<file path="src/rtl/run_launcher_pkg.sv">
// Shared definitions for the run launcher: state encodings used by the FSM
// and by the board-level debug LEDs, plus a small state-decode helper.
package run_launcher_pkg;

    // State encodings (2-bit, kept as plain constants so legacy display logic
    // can compare against them directly).
    localparam logic [1:0] ST_IDLE   = 2'd0;
    localparam logic [1:0] ST_LAUNCH = 2'd1;
    localparam logic [1:0] ST_RUN    = 2'd2;

    // A run is in progress from the launch cycle until the FSM returns to IDLE.
    function automatic logic is_busy(input logic [1:0] state);
        return (state == ST_LAUNCH) || (state == ST_RUN);
    endfunction

endpackage

</file>
<file path="src/rtl/run_launcher_rise_detect.sv">
// Rising-edge detector for a debounced level input. Holds the previous-cycle
// copy of the input; reusable for any other button on the board.
module rise_detect
    import run_launcher_pkg::*;
(
    input  logic clk,
    input  logic rstn,
    input  logic in,
    output logic rise
);

    logic r_in_q;

    // Track the input every cycle regardless of what the consumer is doing,
    // so a level held across a busy period never looks like a new edge.
    always_ff @(posedge clk or negedge rstn) begin
        if (!rstn) begin
            r_in_q <= 1'b0;
        end else begin
            r_in_q <= in;
        end
    end

    assign rise = in & ~r_in_q;

endmodule

</file>
<file path="src/rtl/run_launcher.sv">
// Run controller: converts a button press into a one-cycle start pulse for the
// accelerator, holds done low while the run is in progress, aborts hung runs
// after TIMEOUT_CYCLES RUN cycles and counts successfully completed runs.
module run_launcher
    import run_launcher_pkg::*;
#(
    parameter int TIMEOUT_CYCLES = 24'hFFFFFF,
    parameter int CNT_W          = 8
) (
    input  logic             clk,
    input  logic             rstn,
    input  logic             go,
    input  logic             abort,
    input  logic             acc_finish,
    output logic             start,
    output logic             done,
    output logic             timeout,
    output logic [CNT_W-1:0] run_cnt
);

    // Timer is wide enough to hold TIMEOUT_CYCLES; it only ever counts up to
    // TIMEOUT_CYCLES-1, where the RUN state exits, so it cannot wrap.
    localparam int               TMR_W    = $clog2(TIMEOUT_CYCLES + 1);
    localparam logic [TMR_W-1:0] TMR_LAST = TMR_W'(TIMEOUT_CYCLES - 1);

    logic [1:0]       r_state;
    logic [TMR_W-1:0] r_timer;
    logic             r_timeout;
    logic [CNT_W-1:0] r_run_cnt;
    logic             w_launch_req;

    rise_detect u_go_rise (
        .clk  (clk),
        .rstn (rstn),
        .in   (go),
        .rise (w_launch_req)
    );

    // FSM with RUN timer, sticky timeout flag and completed-run counter.
    always_ff @(posedge clk or negedge rstn) begin
        if (!rstn) begin
            r_state   <= ST_IDLE;
            r_timer   <= '0;
            r_timeout <= 1'b0;
            r_run_cnt <= '0;
        end else begin
            case (r_state)
                ST_IDLE: begin
                    // Launch requests are only honoured here; acc_finish is ignored.
                    if (w_launch_req) begin
                        r_state   <= ST_LAUNCH;
                        r_timer   <= '0;
                        r_timeout <= 1'b0;
                    end
                end
                ST_LAUNCH: begin
                    // start pulses during this state whether or not we abort.
                    r_timer <= '0;
                    if (abort) begin
                        r_state <= ST_IDLE;
                    end else begin
                        r_state <= ST_RUN;
                    end
                end
                ST_RUN: begin
                    // Completion beats abort beats timeout.
                    if (acc_finish) begin
                        r_state   <= ST_IDLE;
                        r_run_cnt <= r_run_cnt + CNT_W'(1);
                    end else if (abort) begin
                        r_state <= ST_IDLE;
                    end else if (r_timer == TMR_LAST) begin
                        r_state   <= ST_IDLE;
                        r_timeout <= 1'b1;
                    end else begin
                        r_timer <= r_timer + TMR_W'(1);
                    end
                end
                default: begin
                    r_state <= ST_IDLE;
                end
            endcase
        end
    end

    // Outputs decode straight from registers, so reset forces them at once.
    assign start   = (r_state == ST_LAUNCH);
    assign done    = ~is_busy(r_state);
    assign timeout = r_timeout;
    assign run_cnt = r_run_cnt;

endmodule

</file>
<file path="config.mk">
export PLATFORM = sky130hd
export DESIGN_NAME = run_launcher
export DESIGN_NICKNAME = d
export VERILOG_FILES = /design/src/rtl/run_launcher_pkg.sv /design/src/rtl/run_launcher_rise_detect.sv /design/src/rtl/run_launcher.sv
export SDC_FILE = /design/constraint.sdc
export NUM_CORES = 1
export LEC_CHECK = 0
export BUFFER_PORTS_ARGS = -buffer_cell sky130_fd_sc_hd__clkbuf_2
export CORE_ASPECT_RATIO = 2
export CORE_MARGIN = 5
export CORE_UTILIZATION = 50
export CTS_BUF_LIST = sky130_fd_sc_hd__clkbuf_4 sky130_fd_sc_hd__clkbuf_8
export CTS_CLUSTER_DIAMETER = 120
export DETAILED_ROUTE_END_ITERATION = 8
export PLACE_DENSITY = 0.72
export SLEW_MARGIN = 20
export SYNTH_ARGS = -nofsm -noshare
export SYNTH_HDL_FRONTEND = slang
export SYNTH_SLANG_ARGS = --single-unit
</file>
<file path="constraint.sdc">
create_clock -name clk -period 3.1 [get_ports clk]
set_clock_uncertainty 0.15 [all_clocks]
set_input_delay 0.155 -clock clk [delete_from_list [all_inputs] [get_ports clk]]
set_output_delay 0.155 -clock clk [all_outputs]
set_load 0.05 [all_outputs]
</file>
Word level (Yosys, flattened, before mapping)

Index checks and enable logic that the tools add are counted.

Bits in registers: 36
Input bits: 5
Word-level logic and storage cells: 43

Add/sub/neg operators: 2
Equality and inequality tests: 9
Mux-type cells: 16
Bitwise gates (word level): 3
Reductions and logical operators: 8

Operators by type and width:

| kind                                          | count |
|---|---|
| 2-to-1 mux 24 bit                             | 4 |
| one-hot mux 24 bit (3 select lines)           | 1 |
| adder 24 x 1 -> 24 bit, second input constant | 1 |
| == test 24 bit, second input constant         | 1 |
| 2-to-1 mux 2 bit                              | 5 |
| AND reduction 5 bit                           | 2 |
| adder 8 x 1 -> 8 bit, second input constant   | 1 |
| != test 2 bit, second input constant          | 4 |
| one-hot mux 2 bit (3 select lines)            | 1 |
| 2-to-1 mux 1 bit                              | 4 |
| != test 4 bit, second input constant          | 1 |
| AND reduction 2 bit                           | 2 |
| nonzero test 3 bit                            | 1 |
| == test 2 x 1 -> 1 bit, second input constant | 1 |
| == test 2 bit, second input constant          | 1 |
| logical NOT 2 bit                             | 1 |
| != test 2 x 1 -> 1 bit, second input constant | 1 |
| NOT 1 bit                                     | 2 |
| one-hot mux 1 bit (2 select lines)            | 1 |
| nonzero test 2 bit                            | 1 |
| bitwise AND 1 bit                             | 1 |
| logical OR 1 bit                              | 1 |

Logic depth before layout (Yosys ltp)

Depth in word-level cells: 5
Mapped depth: 9

Modules after synthesis

Synthesis repeated with hierarchy kept, for this count alone.

Cells, all modules: 220
Area, all modules: 2149.6 µm²

By module, submodules not included:

| module       | instances | cells each | area an instance (µm²) | sequential area each (µm²) |
|---|---|---|---|---|
| run_launcher | 1         | 218        | 2110.8                 | 875.8 |
| rise_detect  | 1         | 2          | 38.8                   | 25.0 |

Worst setup path before layout

OpenSTA, ideal clock, no wires.

Kind: flip-flop to flip-flop
From: register r_state[1]
To: register r_timer[0]
Setup time: 125 ps
Arrival time: 2040 ps
Path slack: 785 ps
Stages on the path, launching flop included: 8
Buffers on the path: 1
Period minus slack after synthesis: 2315 ps
Cells stage by stage: dfrtp_1 -> inv_1 -> ha_1 -> nor3_1 -> a221o_1 -> clkbuf_1 -> a31o_2 -> mux2_2

Cells in the longest elaborated chain, start to end: 3
Elaborated cells on any way between the ends: 10
Those cells by class: eq/ne (6); mux (1); reduce/logical (3)

RTL lines:

| item                                 | RTL line           | RTL |
|---|---|---|
| start, declared                      | run_launcher.sv:26 | `logic [1:0] r_state;` |
| start signal, assigned               | run_launcher.sv:42 | `r_state <= ST_IDLE;` |
| start signal, assigned               | run_launcher.sv:51 | `r_state <= ST_LAUNCH;` |
| start signal, assigned               | run_launcher.sv:60 | `r_state <= ST_IDLE;` |
| == test 2 x 1 -> 1 bit (*)           | --                 |  |
| via start                            | run_launcher.sv:15 | `output logic start,` |
| nonzero test 3 bit (no source line)  | --                 |  |
| AND reduction 5 bit (no source line) | --                 |  |
| end signal, assigned                 | run_launcher.sv:76 | `r_timer <= r_timer + TMR_W'(1);` |
| end, declared                        | run_launcher.sv:27 | `logic [TMR_W-1:0] r_timer;` |

Mark *: on every way through the listed nets, which the timed path passes. The rest lies on a longest branch.
A chain may end at the register's enable or synchronous reset.

Final worst setup path

From: register r_timer[1]
To: register r_timer[22]

Cells in the longest elaborated chain, start to end: 5
Elaborated cells on any way between the ends: 8
Those cells by class: add/sub (1); eq/ne (2); mux (4); reduce/logical (1)

RTL lines:

| item                                | RTL line           | RTL |
|---|---|---|
| adder 24 x 1 -> 24 bit              | run_launcher.sv:76 |  |
| 2-to-1 mux 24 bit                   | run_launcher.sv:72 | `end else if (r_timer == TMR_LAST) begin` |
| 2-to-1 mux 24 bit                   | run_launcher.sv:70 | `end else if (abort) begin` |
| 2-to-1 mux 24 bit                   | run_launcher.sv:67 | `if (acc_finish) begin` |
| one-hot mux 24 bit (3 select lines) | run_launcher.sv:47 | `case (r_state)` |

Several ways; a longest one is shown, not always the timed one. The select of a mux whose other input is x is not followed.

==> results.rst <==
.. list-table::
   :header-rows: 1

   * - Metric
     - Value
   * - Slowest CP cell
     - sky130_fd_sc_hd__or4_1
   * - Routability congestion estimate
     - 0.894
   * - Leakage
     - 1.02 nW
   * - Final routed wirelength across all metal layers
     - 4950 microns
   * - Average cell area after synthesis
     - 9.35 sq um
   * - Remaining routing DRC violations
     - 0
   * - Flops & latches, synth
     - 36
   * - Core box area
     - 4130 sq um
   * - Largest net degree at the start of global routing
     - 37
   * - Syn Std Cell Area
     - 2120 sq um
   * - Unrepaired setup endpoints after global routing
     - false
   * - IO Port Bufs
     - 15
   * - Final count of pins violating max slew
     - 0
   * - Clock-pin slew on the worst setup and hold paths
     - 0.07 ns
   * - Critical path endpoint category
     - register
   * - Instance count on the critical path
     - 6
   * - Gr usage total
     - 18.9%
   * - Number of buffers created by CTS
     - 5
   * - # clock sinks
     - 36
   * - Number of antenna violations at the first check in global routing
     - 0
   * - Worst-path cell chain
     - ha_1 > nand3_1 > or4_1 > a2111oi_2 > nor2_1 > a221o_1
   * - Clock latency of the later-clocked register in the worst-skew pair
     - 0.28 ns
   * - Root buffer cell
     - sky130_fd_sc_hd__clkbuf_8
   * - Main area contributors after synthesis
     - sky130_fd_sc_hd__dfrtp_1 42%, sky130_fd_sc_hd__nand2_1 4.6%, sky130_fd_sc_hd__a31oi_1 4.1%
   * - Gate Count Post-Synth
     - 227
   * - Number of distinct standard cells referenced by the synthesized netlist
     - 47
   * - Number of buffers and inverters on the critical path
     - 0
   * - Power density over the cells
     - 617 nW/um^2
   * - Biggest area consumer among synthesized cells
     - sky130_fd_sc_hd__dfrtp_1
   * - Wire length of the first global-routing pass
     - 8540 microns
   * - Required time at the worst-slack endpoint
     - 3.12 ns
   * - Family with the most delay on the worst path
     - simple AND/OR/NAND/NOR gates
   * - Length in cells of the worst reg-to-reg path
     - 6
   * - Crit share post-route
     - 78.3%
   * - CTS tree
     - built
   * - H-Tree Depth
     - 2
   * - Worst setup startpoint
     - r_timer[1]
   * - Worst setup path endpoint
     - r_timer[22]
   * - CP Max Fanout
     - 7
   * - Clk buf depth
     - 2
   * - Post-CTS Repair Setup Buffers
     - 0
   * - Vias per cell
     - 6.02
   * - Final setup violation count
     - 0
   * - Initial DRT Pass Iterations
     - 4
   * - Row count
     - 33
   * - Vertical die dimension
     - 102 microns
   * - R2R Setup Slk
     - 0.67 ns
   * - Worst slew margin relative to its limit
     - 40.2%
   * - Width of the die
     - 56.1 microns
   * - Final Critical Period
     - 2.43 ns
   * - Via count
     - 1,794
   * - Max Fclk
     - 412 MHz
   * - Max capacitance violation total
     - 0
   * - Sequential element share of the synthesized area
     - 42.4%
   * - Overall die area
     - 5730 sq um
   * - Synthesis-to-finish area growth
     - 10.1%
   * - Type of the setup path with the least slack
     - register to register
   * - Launching point of the worst reg2reg path
     - r_timer[1]
   * - Endpoint of the worst register-to-register path
     - r_timer[22]
   * - Type of origin of the critical path
     - register
   * - Util after Layout
     - 56.6%
   * - DR iter-0 viols
     - 57
   * - Final antenna-violating net count
     - 0
   * - Diodes inserted
     - 0
   * - Effective utilization at floorplan
     - 51.4%
   * - Startpoint of the lowest-slack hold path
     - abort
   * - Gr ovfl total
     - 0
   * - Largest incremental delay on the critical path
     - 0.56 ns
   * - Total negative setup slack
     - 0 ns
   * - Detailed placement HPWL
     - 3680 microns
   * - Vias in the first global route
     - 1,778
   * - Final hold slack
     - 0.0151 ns
   * - Wire length per cell
     - 16.6 microns
   * - Data arrival time at the worst-slack endpoint
     - 2.45 ns
   * - Final Hold Viols
     - 0
   * - Layout cells sized above 1
     - 17.5%
   * - I/O pin count
     - 16
   * - CTS-repair resized insts
     - 0
   * - Net Count, Synth
     - 238
   * - Worst hold path type
     - input port to register
   * - Maximum ir drop on the vdd rail
     - 452 uV
   * - Slew at the pin closest to its max-slew limit
     - 0.897 ns
   * - Net count reported at finish
     - 257
   * - Outcome
     - complete, no violations
   * - Yosys warning total
     - 0
   * - Fraction of post-synthesis cell area in the top cell type by area
     - 42.4%
-- layer usage --
layer | wire [microns] | GRT usage, %
met5 | 0 | 0
met3 | 163 | 3.03
met4 | 100 | 8.23
met2 | 2840 | 37.1
met1 | 1840 | 19.2
-- synth_stat cells (all sizes together) --
master,count
nand4,9
a221o,3
nand3,13
nand2b,6
or4,2
a31o,2
nor4,4
nor2,12
ha,6
a221oi,1
a2111oi,2
o311ai,2
a41oi,2
xnor2,5
a31oi,14
o22a,2
a32oi,1
or2,2
dfrtp,36
and3,3
mux2,2
o2bb2ai,1
inv,10
xor2,2
o31ai,1
and2,3
mux2i,2
a21o,1
and4,2
a21oi,19
o21ai,9
nand2,26
or3b,1
buf,6
nor3,10
clkbuf,4
o31a,1
-- layout make-up --
cell class | count | area (sq um)
inverters | 10 | 37.5
repair buffers | 22 | 133
clock inverters | 1 | 5.00
flip-flops and latches | 36 | 901
fillers | 387 | 1790
clock buffers | 6 | 76.3
well taps | 52 | 65.1
multi-input cells | 171 | 1120
-- cells by family after synthesis --
logic type | synth area share, %
fa+ha+maj | 3.54
flops | 42.4
xor+xnor | 2.89
mux | 2.00
compound gates | 20.2
simple gates | 24.2
buf+inv | 4.77
-- sequential cells by signal, summed over array words and instances, names as in the netlist --
register          cells
r_timer              24
r_state               2
run_cnt               8
u_go_rise.r_in_q      1
timeout               1
-- per-stage QoR --
step	instances	worst slack, ns	power, W	area [sq um]
2_1_floorplan	227	0.785	0.000982	2120
3_3_place_gp	289	0.760	0.00113	2240
3_5_place_dp	289	0.682	0.00113	2240
4_1_cts	298	0.676	0.00146	2340
5_1_grt	298	0.523	0.00154	2340
6_report	298	0.673	0.00144	2340
-- worst register-to-register path: stages, from the launching register on --
cell                        delay, ns
sky130_fd_sc_hd__dfrtp_1         0.41
sky130_fd_sc_hd__ha_1            0.22
sky130_fd_sc_hd__nand3_1         0.22
sky130_fd_sc_hd__or4_1           0.56
sky130_fd_sc_hd__a2111oi_2       0.41
sky130_fd_sc_hd__nor2_1          0.08
sky130_fd_sc_hd__a221o_1         0.26
-- report_power, final --
group          leakage [nW]  internal (W)  switching, W
sequential            0.494      0.000505     0.0000326
combinational         0.482      0.000159      0.000428
clock                0.0445      0.000161      0.000157
total                  1.02      0.000826      0.000618
-- how the worst min path moves through the flow --
stage | end | cells after the start
after floorplan | r_state[0] | 0
after global placement | u_go_rise.r_in_q | 1
after detailed placement | u_go_rise.r_in_q | 1
after CTS | r_state[1] | 3
after global routing | r_state[1] | 3
final | r_state[1] | 3
-- cells in the final DEF (no fill, tap or decap), types with 3 or more instances in the layout --
cell type                  instances
sky130_fd_sc_hd__dfrtp_1          36
sky130_fd_sc_hd__nand2_1          26
sky130_fd_sc_hd__a21oi_1          17
sky130_fd_sc_hd__clkbuf_2         15
sky130_fd_sc_hd__a31oi_1          14
sky130_fd_sc_hd__nand3_1          13
sky130_fd_sc_hd__nor2_1           12
sky130_fd_sc_hd__inv_1            10
sky130_fd_sc_hd__nor3_1            9
sky130_fd_sc_hd__nand4_1           7
sky130_fd_sc_hd__o21ai_0           7
sky130_fd_sc_hd__nand2b_1          6
sky130_fd_sc_hd__ha_1              6
sky130_fd_sc_hd__xnor2_1           5
sky130_fd_sc_hd__clkbuf_8          5
sky130_fd_sc_hd__buf_4             5
sky130_fd_sc_hd__a221o_1           3
sky130_fd_sc_hd__nor4_1            3
sky130_fd_sc_hd__and3_1            3
-- timing repair --
action,4_1_cts,5_1_grt
endpoints found under the setup margin,0,0
hold buffers,2,0
hold endpoints to repair,37,0
(Power assumes the default switching activity.)
